===== config.mk =====
export PLATFORM = sky130hd
export DESIGN_NAME = pipeline_credit_sink
export DESIGN_NICKNAME = d
export VERILOG_FILES = /design/src/rtl/pipeline_pkg.sv /design/src/rtl/pipeline_sink_fifo.sv /design/src/rtl/pipeline_credit_sink.sv
export SDC_FILE = /design/constraint.sdc
export NUM_CORES = 1
export LEC_CHECK = 0
export ABC_CLOCK_PERIOD_IN_PS = 2500
export CORE_AREA = 2 2 86 130
export CTS_CLUSTER_SIZE = 40
export DETAILED_ROUTE_END_ITERATION = 6
export DIE_AREA = 0 0 88 132
export PLACE_DENSITY = 0.79
export SLEW_MARGIN = 20
export SYNTH_ARGS = -nofsm -noshare
export SYNTH_HDL_FRONTEND = slang
export SYNTH_SLANG_ARGS = --single-unit

===== constraint.sdc =====
create_clock -name clk -period 2.5 [get_ports clk]
set_clock_uncertainty 0.05 [all_clocks]
set_input_delay 0.25 -clock clk [delete_from_list [all_inputs] [get_ports clk]]
set_output_delay 0.25 -clock clk [all_outputs]
set_load 0.1 [all_outputs]

===== src/rtl/pipeline_pkg.sv =====
// Shared defaults and helpers for the valid-only pipeline termination blocks.
package pipeline_pkg;

  localparam int PIPE_DATA_WIDTH = 32;
  localparam int PIPE_SINK_DEPTH = 4;

  // Bits needed to hold the values 0..n inclusive.
  function automatic int clog2_plus1(input int n);
    int w;
    w = 0;
    while ((1 << w) < (n + 1)) w++;
    return (w < 1) ? 1 : w;
  endfunction

endpackage


===== src/rtl/pipeline_sink_fifo.sv =====
// Show-ahead circular buffer that captures every pipeline beat; drops and flags
// pushes that arrive while full with no same-cycle pop.
module pipeline_sink_fifo
  import pipeline_pkg::*;
#(
  parameter int DATA_WIDTH = PIPE_DATA_WIDTH,
  parameter int DEPTH      = PIPE_SINK_DEPTH,
  localparam int CNT_W     = clog2_plus1(DEPTH)
) (
  input  logic                  clk,
  input  logic                  rst,
  input  logic                  push,
  input  logic [DATA_WIDTH-1:0] push_data,
  input  logic                  pop_req,
  output logic                  pop_fire,
  output logic                  out_valid,
  output logic [DATA_WIDTH-1:0] out_data,
  output logic [CNT_W-1:0]      occupancy,
  output logic                  overflow
);

  localparam int PTR_W = (DEPTH > 1) ? $clog2(DEPTH) : 1;

  logic [DATA_WIDTH-1:0] mem [DEPTH];
  logic [PTR_W-1:0]      wr_ptr;
  logic [PTR_W-1:0]      rd_ptr;
  logic [CNT_W-1:0]      occ;
  logic                  fresh;
  logic                  full;
  logic                  empty;
  logic                  push_ok;

  // Explicit wrap so non-power-of-two depths work.
  function automatic logic [PTR_W-1:0] next_ptr(input logic [PTR_W-1:0] p);
    return (p == PTR_W'(DEPTH - 1)) ? '0 : p + 1'b1;
  endfunction

  assign full     = (occ == CNT_W'(DEPTH));
  assign empty    = (occ == '0);
  assign pop_fire = ~empty & pop_req;
  assign push_ok  = push & (~full | pop_fire);

  always_ff @(posedge clk or posedge rst) begin
    if (rst) begin
      wr_ptr   <= '0;
      rd_ptr   <= '0;
      occ      <= '0;
      fresh    <= 1'b1;
      overflow <= 1'b0;
    end else begin
      if (push_ok) begin
        wr_ptr <= next_ptr(wr_ptr);
        fresh  <= 1'b0;
      end
      if (pop_fire)
        rd_ptr <= next_ptr(rd_ptr);
      case ({push_ok, pop_fire})
        2'b10:   occ <= occ + 1'b1;
        2'b01:   occ <= occ - 1'b1;
        default: occ <= occ;
      endcase
      if (push & full & ~pop_fire)
        overflow <= 1'b1;
    end
  end

  // Payload storage carries no reset; the fresh flag masks it until first write.
  always_ff @(posedge clk) begin
    if (push_ok)
      mem[wr_ptr] <= push_data;
  end

  assign out_valid = ~empty;
  assign out_data  = fresh ? '0 : mem[rd_ptr];
  assign occupancy = occ;

endmodule


===== src/rtl/pipeline_credit_sink.sv =====
// Terminates a valid-only pipeline: hands out credits at the launch point and
// buffers arriving beats for a ready/valid consumer.
module pipeline_credit_sink
  import pipeline_pkg::*;
#(
  parameter int DATA_WIDTH = PIPE_DATA_WIDTH,
  parameter int DEPTH      = PIPE_SINK_DEPTH,
  localparam int CNT_W     = clog2_plus1(DEPTH)
) (
  input  logic                  clk,
  input  logic                  rst,
  input  logic                  launch_valid,
  output logic                  launch_ready,
  input  logic                  pipe_valid,
  input  logic [DATA_WIDTH-1:0] pipe_data,
  output logic                  out_valid,
  output logic [DATA_WIDTH-1:0] out_data,
  input  logic                  out_ready,
  output logic [CNT_W-1:0]      credits,
  output logic [CNT_W-1:0]      occupancy,
  output logic                  overflow,
  output logic                  protocol_error
);

  logic debit;
  logic credit_return;

  assign launch_ready = (credits != '0);
  assign debit        = launch_valid & launch_ready;

  always_ff @(posedge clk or posedge rst) begin
    if (rst) begin
      credits        <= CNT_W'(DEPTH);
      protocol_error <= 1'b0;
    end else begin
      credits <= credits - CNT_W'(debit) + CNT_W'(credit_return);
      if (launch_valid & ~launch_ready)
        protocol_error <= 1'b1;
    end
  end

  pipeline_sink_fifo #(
    .DATA_WIDTH (DATA_WIDTH),
    .DEPTH      (DEPTH)
  ) u_fifo (
    .clk       (clk),
    .rst       (rst),
    .push      (pipe_valid),
    .push_data (pipe_data),
    .pop_req   (out_ready),
    .pop_fire  (credit_return),
    .out_valid (out_valid),
    .out_data  (out_data),
    .occupancy (occupancy),
    .overflow  (overflow)
  );

endmodule

* Word level (Yosys, flattened, before mapping)
Memories as Yosys holds them, arrays and structs flattened. Index checks and enable logic that the tools add are counted.
Cells by class: bitwise gates (word level) 11, mux-type cells 6, reduce and logical (&&, ||, !) cells 3, equal/unequal tests 5, add/subtract/negate cells 6
Operators by type and width (number):
- $mux W32 | 1
- $and A1 B1 Y1 | 6
- $eq A2 B2 Y1 const B | 3
- $pmux W3 S2 | 1
- $add A2 B1 Y2 const B | 2
- $mux W2 | 2
- $not A1 Y1 | 4
- $add A3 B1 Y3 | 1
- $add A3 B1 Y3 const B | 1
- $eq A3 B3 Y1 const B | 1
- $logic_not A3 Y1 | 1
- $reduce_bool A3 Y1 | 1
- $sub A3 B1 Y3 | 1
- $sub A3 B1 Y3 const B | 1
- $eq A2 B1 Y1 const B | 1
- $mux W1 | 2
- $reduce_bool A2 Y1 | 1
- $or A1 B1 Y1 | 1
Storage, ports and cells: register bits 13, word-level logic and storage cells 39, memories kept 1, bits in writable memories 128, output and inout bits 42
Memory list:
- u_fifo.mem | words 4, width 32, read ports 1, clocked after Yosys merged registers in 0, wr ports 1, RTL line pipeline_sink_fifo.sv:24 | logic [DATA_WIDTH-1:0] mem [DEPTH];

* Depth between registers and ports, before layout
depth after elaboration 7, depth in mapped cells 9, gate-level depth less buffers 9

* Hierarchy
A second synthesis with hierarchy kept.
Unflattened totals: cell total of the unflattened synthesis 266, area, all modules 5561.6 sq um
Modules (own cells, without submodules):
- pipeline_sink_fifo | cells an instance 248, sequential area each 4070.2 sq um, area an instance 5347.6 sq um, instances 1
- pipeline_credit_sink | cells an instance 18, sequential area each 101.3 sq um, area an instance 214.0 sq um, instances 1

* Worst setup path before layout
OpenSTA, ideal clock, no wires.
path kind flip-flop to flip-flop, from reg u_fifo.occ[0] (netlist: u_fifo.occupancy[0]), to reg credits[2], buffers on the path 0, stages on the path, launching flop included 10, slack -0.899 ns, clock period less this slack 3.399 ns, data arrival time 3.252 ns, path through dfrtp_1 -> or3_1 -> nand2_1 -> ha_1 -> inv_1 -> ha_1 -> inv_1 -> fa_1 -> xnor2_1 -> xnor2_1
Between the ends: cells in the longest elaborated chain, start to end 4
Ends and longest elaborated chain:
- start, declared | RTL line pipeline_sink_fifo.sv:27 | logic [CNT_W-1:0] occ;
- start signal, assigned | RTL line pipeline_sink_fifo.sv:58 | 2'b10: occ <= occ + 1'b1;
- start signal, assigned | RTL line pipeline_sink_fifo.sv:59 | 2'b01: occ <= occ - 1'b1;
- $logic_not A3 Y1 | RTL line pipeline_sink_fifo.sv:39 | assign empty = (occ == '0);
- $not A1 Y1
- via out_valid | RTL line pipeline_credit_sink.sv:16 | output logic out_valid,
- $and A1 B1 Y1 | RTL line pipeline_sink_fifo.sv:40 | assign pop_fire = ~empty & pop_req;
- $add A3 B1 Y3 | RTL line pipeline_credit_sink.sv:36 | credits <= credits - CNT_W'(debit) + CNT_W'(credit_return);
- end signal, assigned | RTL line pipeline_credit_sink.sv:33 | credits <= CNT_W'(DEPTH);
- end signal, assigned | RTL line pipeline_credit_sink.sv:36
- end, declared | RTL line pipeline_credit_sink.sv:19 | output logic [CNT_W-1:0] credits,
The timed path passes the listed nets, and every way through them passes these cells. A chain may end at the register's enable or synchronous reset.

* Final worst setup path
from reg u_fifo.rd_ptr[0], to out out_data[27]
Between the ends: cells in the longest elaborated chain, start to end 2
Ends and longest elaborated chain:
- start, declared | RTL line pipeline_sink_fifo.sv:26 | logic [PTR_W-1:0] rd_ptr;
- start signal, assigned | RTL line pipeline_sink_fifo.sv:56 | rd_ptr <= next_ptr(rd_ptr);
- $mem_v2 Z4 W32
- $mux W32 | RTL line pipeline_sink_fifo.sv:74 | assign out_data = fresh ? '0 : mem[rd_ptr];
- end, declared | RTL line pipeline_credit_sink.sv:17 | output logic [DATA_WIDTH-1:0] out_data,
No other way between the ends.

==> results.txt <==
----------------------------------------------------
[Detailed routing]
  DRC violations left ... 0
  Vias post-DR ... 2646
  Residual antenna-violating net count after detailed routing ... 0
  Wirelength, routed ... 9810 um
  Post-DR wirelength/cell ... 19.0 um
  Count of routing violations after the opening detailed-route iteration ... 122
  Vias per cell ... 5.13
  Number of iterations in the first detailed-routing pass ... 4

[Die]
  Horizontal die dimension ... 88 um
  Number of rows created at floorplan ... 46
  Initial core utilization ... 0.532
  IO Count ... 79
  Height of the die ... 132 um
  Die area ... 11600 um2
  Core area ... 10400 um2

[Final layout]
  ANT cells ... 0
  Fillers ... 613
  Flip-flop and latch area ... 4190 um2
  Area of the multi-input gates ... 1380 um2
  Final design area excluding fillers ... 7630 um2
  Area overhead of the layout relative to synthesis ... 37.5%
  Fraction of layout cells with a size suffix above 1 ... 0.454
  Post-layout nets ... 406

[GRT]
  Most congested layer reported by global routing ... met2
  Global-route wire length before repair ... 15600 um
  Vias in the first global route ... 2902
  Met2 Usage GRT ... 0.316
  GR Layer Usage met3 ... 0.0664
  Total congestion overflow after global routing ... 0
  Number of antenna violations at the first check in global routing ... 0
  GRT Overall Usage ... 0.189
  Met1 global-route usage ... 0.225
  Largest net degree at the start of global routing ... 33

[Synthesis]
  Per-instance average area after synthesis ... 21.0 um2
  Synthesis Warnings ... 0
  Share of the synthesized area in the top cell type ... 0.693
  EDFF count, synth ... 128
  Fraction of the yosys area taken by sequential cells ... 0.752
  Share of flip-flops with an asynchronous set or reset ... 0.0922
  Most used DFF post-synth ... sky130_fd_sc_hd__edfxtp_1
  Post-synthesis register bit count ... 141
  Post-synthesis cell type with the largest combined area ... sky130_fd_sc_hd__edfxtp_1
  Cell count after synthesis ... 264
  Net count of the mapped netlist ... 311
  Syn Std Cell Area ... 5550 um2
  Biggest area contributors in the synthesized netlist ... sky130_fd_sc_hd__edfxtp_1 (69%), sky130_fd_sc_hd__mux4_2 (13%), sky130_fd_sc_hd__dfrtp_1 (5.0%)
  Unique cell type count in the Yosys netlist ... 22

[STA]
  Worst max-slew margin expressed relative to the limit ... 0.410
  Min Tclk post-route ... 2.30 ns
  Upper clock frequency limit ... 0.435 GHz
  Number of setup violations in the final report ... 0
  Final count of pins violating max slew ... 0
  Transition time of the tightest slew-check pin ... 0.885 ns
  Final critical-path share of the clock period ... 0.919
  RSZ-0062 raised after global routing ... false
  Final Hold Vio Count ... 0

[Clocking]
  Sink Count ... 141
  Post-cts hold buffer count ... 0
  Maximum level of the CTS H-tree ... 4
  Master cell of the clock root buffer ... sky130_fd_sc_hd__clkbuf_16
  Number of clock buffers inserted by TritonCTS ... 17
  Clock slew at reported path FFs ... 0.06 ns
  Skew-Pair Late Insertion Delay ... 0.41 ns
  Maximum number of buffers from clock root to sink ... 2
  TritonCTS clock tree ... yes

[Worst setup path]
  Critical path endpoint category ... output port
  Critical path peak fanout ... 14
  Worst Path Class, Setup ... flop to output port
  Cell family with the largest share of critical-path delay ... multiplexers
  Most frequent cell on the critical path ... sky130_fd_sc_hd__buf_12
  Master of the slowest instance on the critical path ... sky130_fd_sc_hd__mux4_2
  Total buffers and inverters traversed by the critical path ... 2
  Sequence of cells on the critical path ... buf_12 > mux4_2 > nor2b_2 > buf_12
  Type of element launching the critical path ... flop
  Data required time at the worst endpoint ... 2.20 ns
  Arrival time at the worst endpoint ... 2.00 ns
  Longest individual stage delay on the worst path ... 0.55 ns

[Placed design]
  Hpwl dp ... 6150 um
  Port-buffer cells ... 78
  Instance area at placement ... 6950 um2
  Placer's final routability congestion estimate ... 0.757

[Status]
  Outcome ... completed

[Hold path]
  Worst hold-check path type ... primary input to asynchronous set/reset pin

[Job]
  Maximum Capacitance Violations ... 0

----------------------------------------------------
==> logic make-up after synthesis <==
group	count (synthesis)	synth area share
compound gates	2	0.00271
xor+xnor	5	0.00790
fa+ha+maj	10	0.0253
buf+inv	23	0.0217
flops	141	0.752
mux	37	0.140
simple gates	46	0.0505
==> layout make-up <==
cell class,instances,share of cell area
flip-flops and latches,141,0.549
clock inverters,12,0.0240
repair buffers,87,0.155
inverters,12,0.00591
well taps,144,0.0236
clock buffers,20,0.0612
multi-input cells,100,0.181
==> registers in the layout (all words and copies together) (netlist names) <==
signal	count
credits	3
protocol_error	1
u_fifo.fresh	1
u_fifo.mem	128
u_fifo.occupancy	3
u_fifo.overflow	1
u_fifo.rd_ptr	2
u_fifo.wr_ptr	2
==> final timing paths <==
| path | end | start | cells after the start | slack [ns] |
|---|---|---|---|---|
| setup / recovery | out_data[27] | u_fifo.rd_ptr[0]$_DFFE_PP0P_ | 4 | 0.20 |
| hold / removal | u_fifo.overflow$_DFFE_PP0P_ | rst | 2 | 0.12 |
| setup reg to reg | credits[2]$_DFF_PP1_ | credits[0]$_DFF_PP0_ | 9 | 0.26 |
| hold reg to reg | u_fifo.overflow$_DFFE_PP0P_ | u_fifo.overflow$_DFFE_PP0P_ | 1 | 0.43 |
| max in group asynchronous | u_fifo.rd_ptr[0]$_DFFE_PP0P_ | rst | 2 | 1.89 |
| min in group clk | protocol_error$_DFFE_PP0P_ | launch_valid | 3 | 0.38 |
==> layout by cell type, fill, tap and decap left out, types with 5 or more instances in the layout <==
| master | n |
|---|---|
| sky130_fd_sc_hd__buf_12 | 35 |
| sky130_fd_sc_hd__buf_4 | 16 |
| sky130_fd_sc_hd__clkbuf_16 | 17 |
| sky130_fd_sc_hd__clkdlybuf4s50_1 | 36 |
| sky130_fd_sc_hd__dfrtp_1 | 5 |
| sky130_fd_sc_hd__edfxtp_1 | 128 |
| sky130_fd_sc_hd__ha_1 | 6 |
| sky130_fd_sc_hd__inv_1 | 10 |
| sky130_fd_sc_hd__mux4_2 | 32 |
| sky130_fd_sc_hd__nor2b_2 | 29 |
==> worst register-to-register path, stage by stage (launching register included) <==
cell                      delay, ns
sky130_fd_sc_hd__dfrtp_4       0.50
sky130_fd_sc_hd__or3_4         0.39
sky130_fd_sc_hd__and2_4        0.16
sky130_fd_sc_hd__ha_4          0.20
sky130_fd_sc_hd__inv_2         0.06
sky130_fd_sc_hd__ha_4          0.12
sky130_fd_sc_hd__inv_2         0.03
sky130_fd_sc_hd__fa_2          0.32
sky130_fd_sc_hd__xnor2_1       0.20
sky130_fd_sc_hd__xnor2_1       0.14
==> per-stage QoR <==
stage	setup TNS, ns	std cells	worst slack (ns)	utilization	hold WS, ns
after floorplan	-0.0432	264	-0.0432	-	0.0754
after global placement	0	481	0.132	0.667	0.400
after detailed placement	0	481	0.0569	0.667	0.420
after CTS	0	513	0.0249	0.730	0.117
after global routing	0	516	0.0339	0.732	0.178
final	0	516	0.202	0.732	0.117
==> synth_stat cells (2+ instances only) <==
cell / instances
sky130_fd_sc_hd__and2_1: 6
sky130_fd_sc_hd__buf_2: 3
sky130_fd_sc_hd__buf_6: 4
sky130_fd_sc_hd__clkbuf_1: 4
sky130_fd_sc_hd__dfrtp_1: 11
sky130_fd_sc_hd__dfstp_2: 2
sky130_fd_sc_hd__edfxtp_1: 128
sky130_fd_sc_hd__fa_1: 2
sky130_fd_sc_hd__ha_1: 8
sky130_fd_sc_hd__inv_1: 12
sky130_fd_sc_hd__mux2_2: 4
sky130_fd_sc_hd__mux4_2: 32
sky130_fd_sc_hd__nor2_1: 3
sky130_fd_sc_hd__nor2b_1: 33
sky130_fd_sc_hd__or3_1: 2
sky130_fd_sc_hd__xnor2_1: 3
sky130_fd_sc_hd__xor2_1: 2
==> routing by layer <==
| layer | vias up | routed length [um] |
|---|---|---|
| met5 | - | 0 |
| met3 | 9 | 523 |
| met1 | 1336 | 3520 |
| li1 | 1219 | - |
| met4 | 0 | 129 |
| met2 | 82 | 5640 |
==> timing repair <==
item,4_1_cts,5_1_grt
setup buffers,0,3
endpoints found under the setup margin,5,1
gates resized for setup,1,0
Power is left out: the tool's default activity adds up to more than one toggle a clock period on the data nets, which glitch-free logic cannot reach.
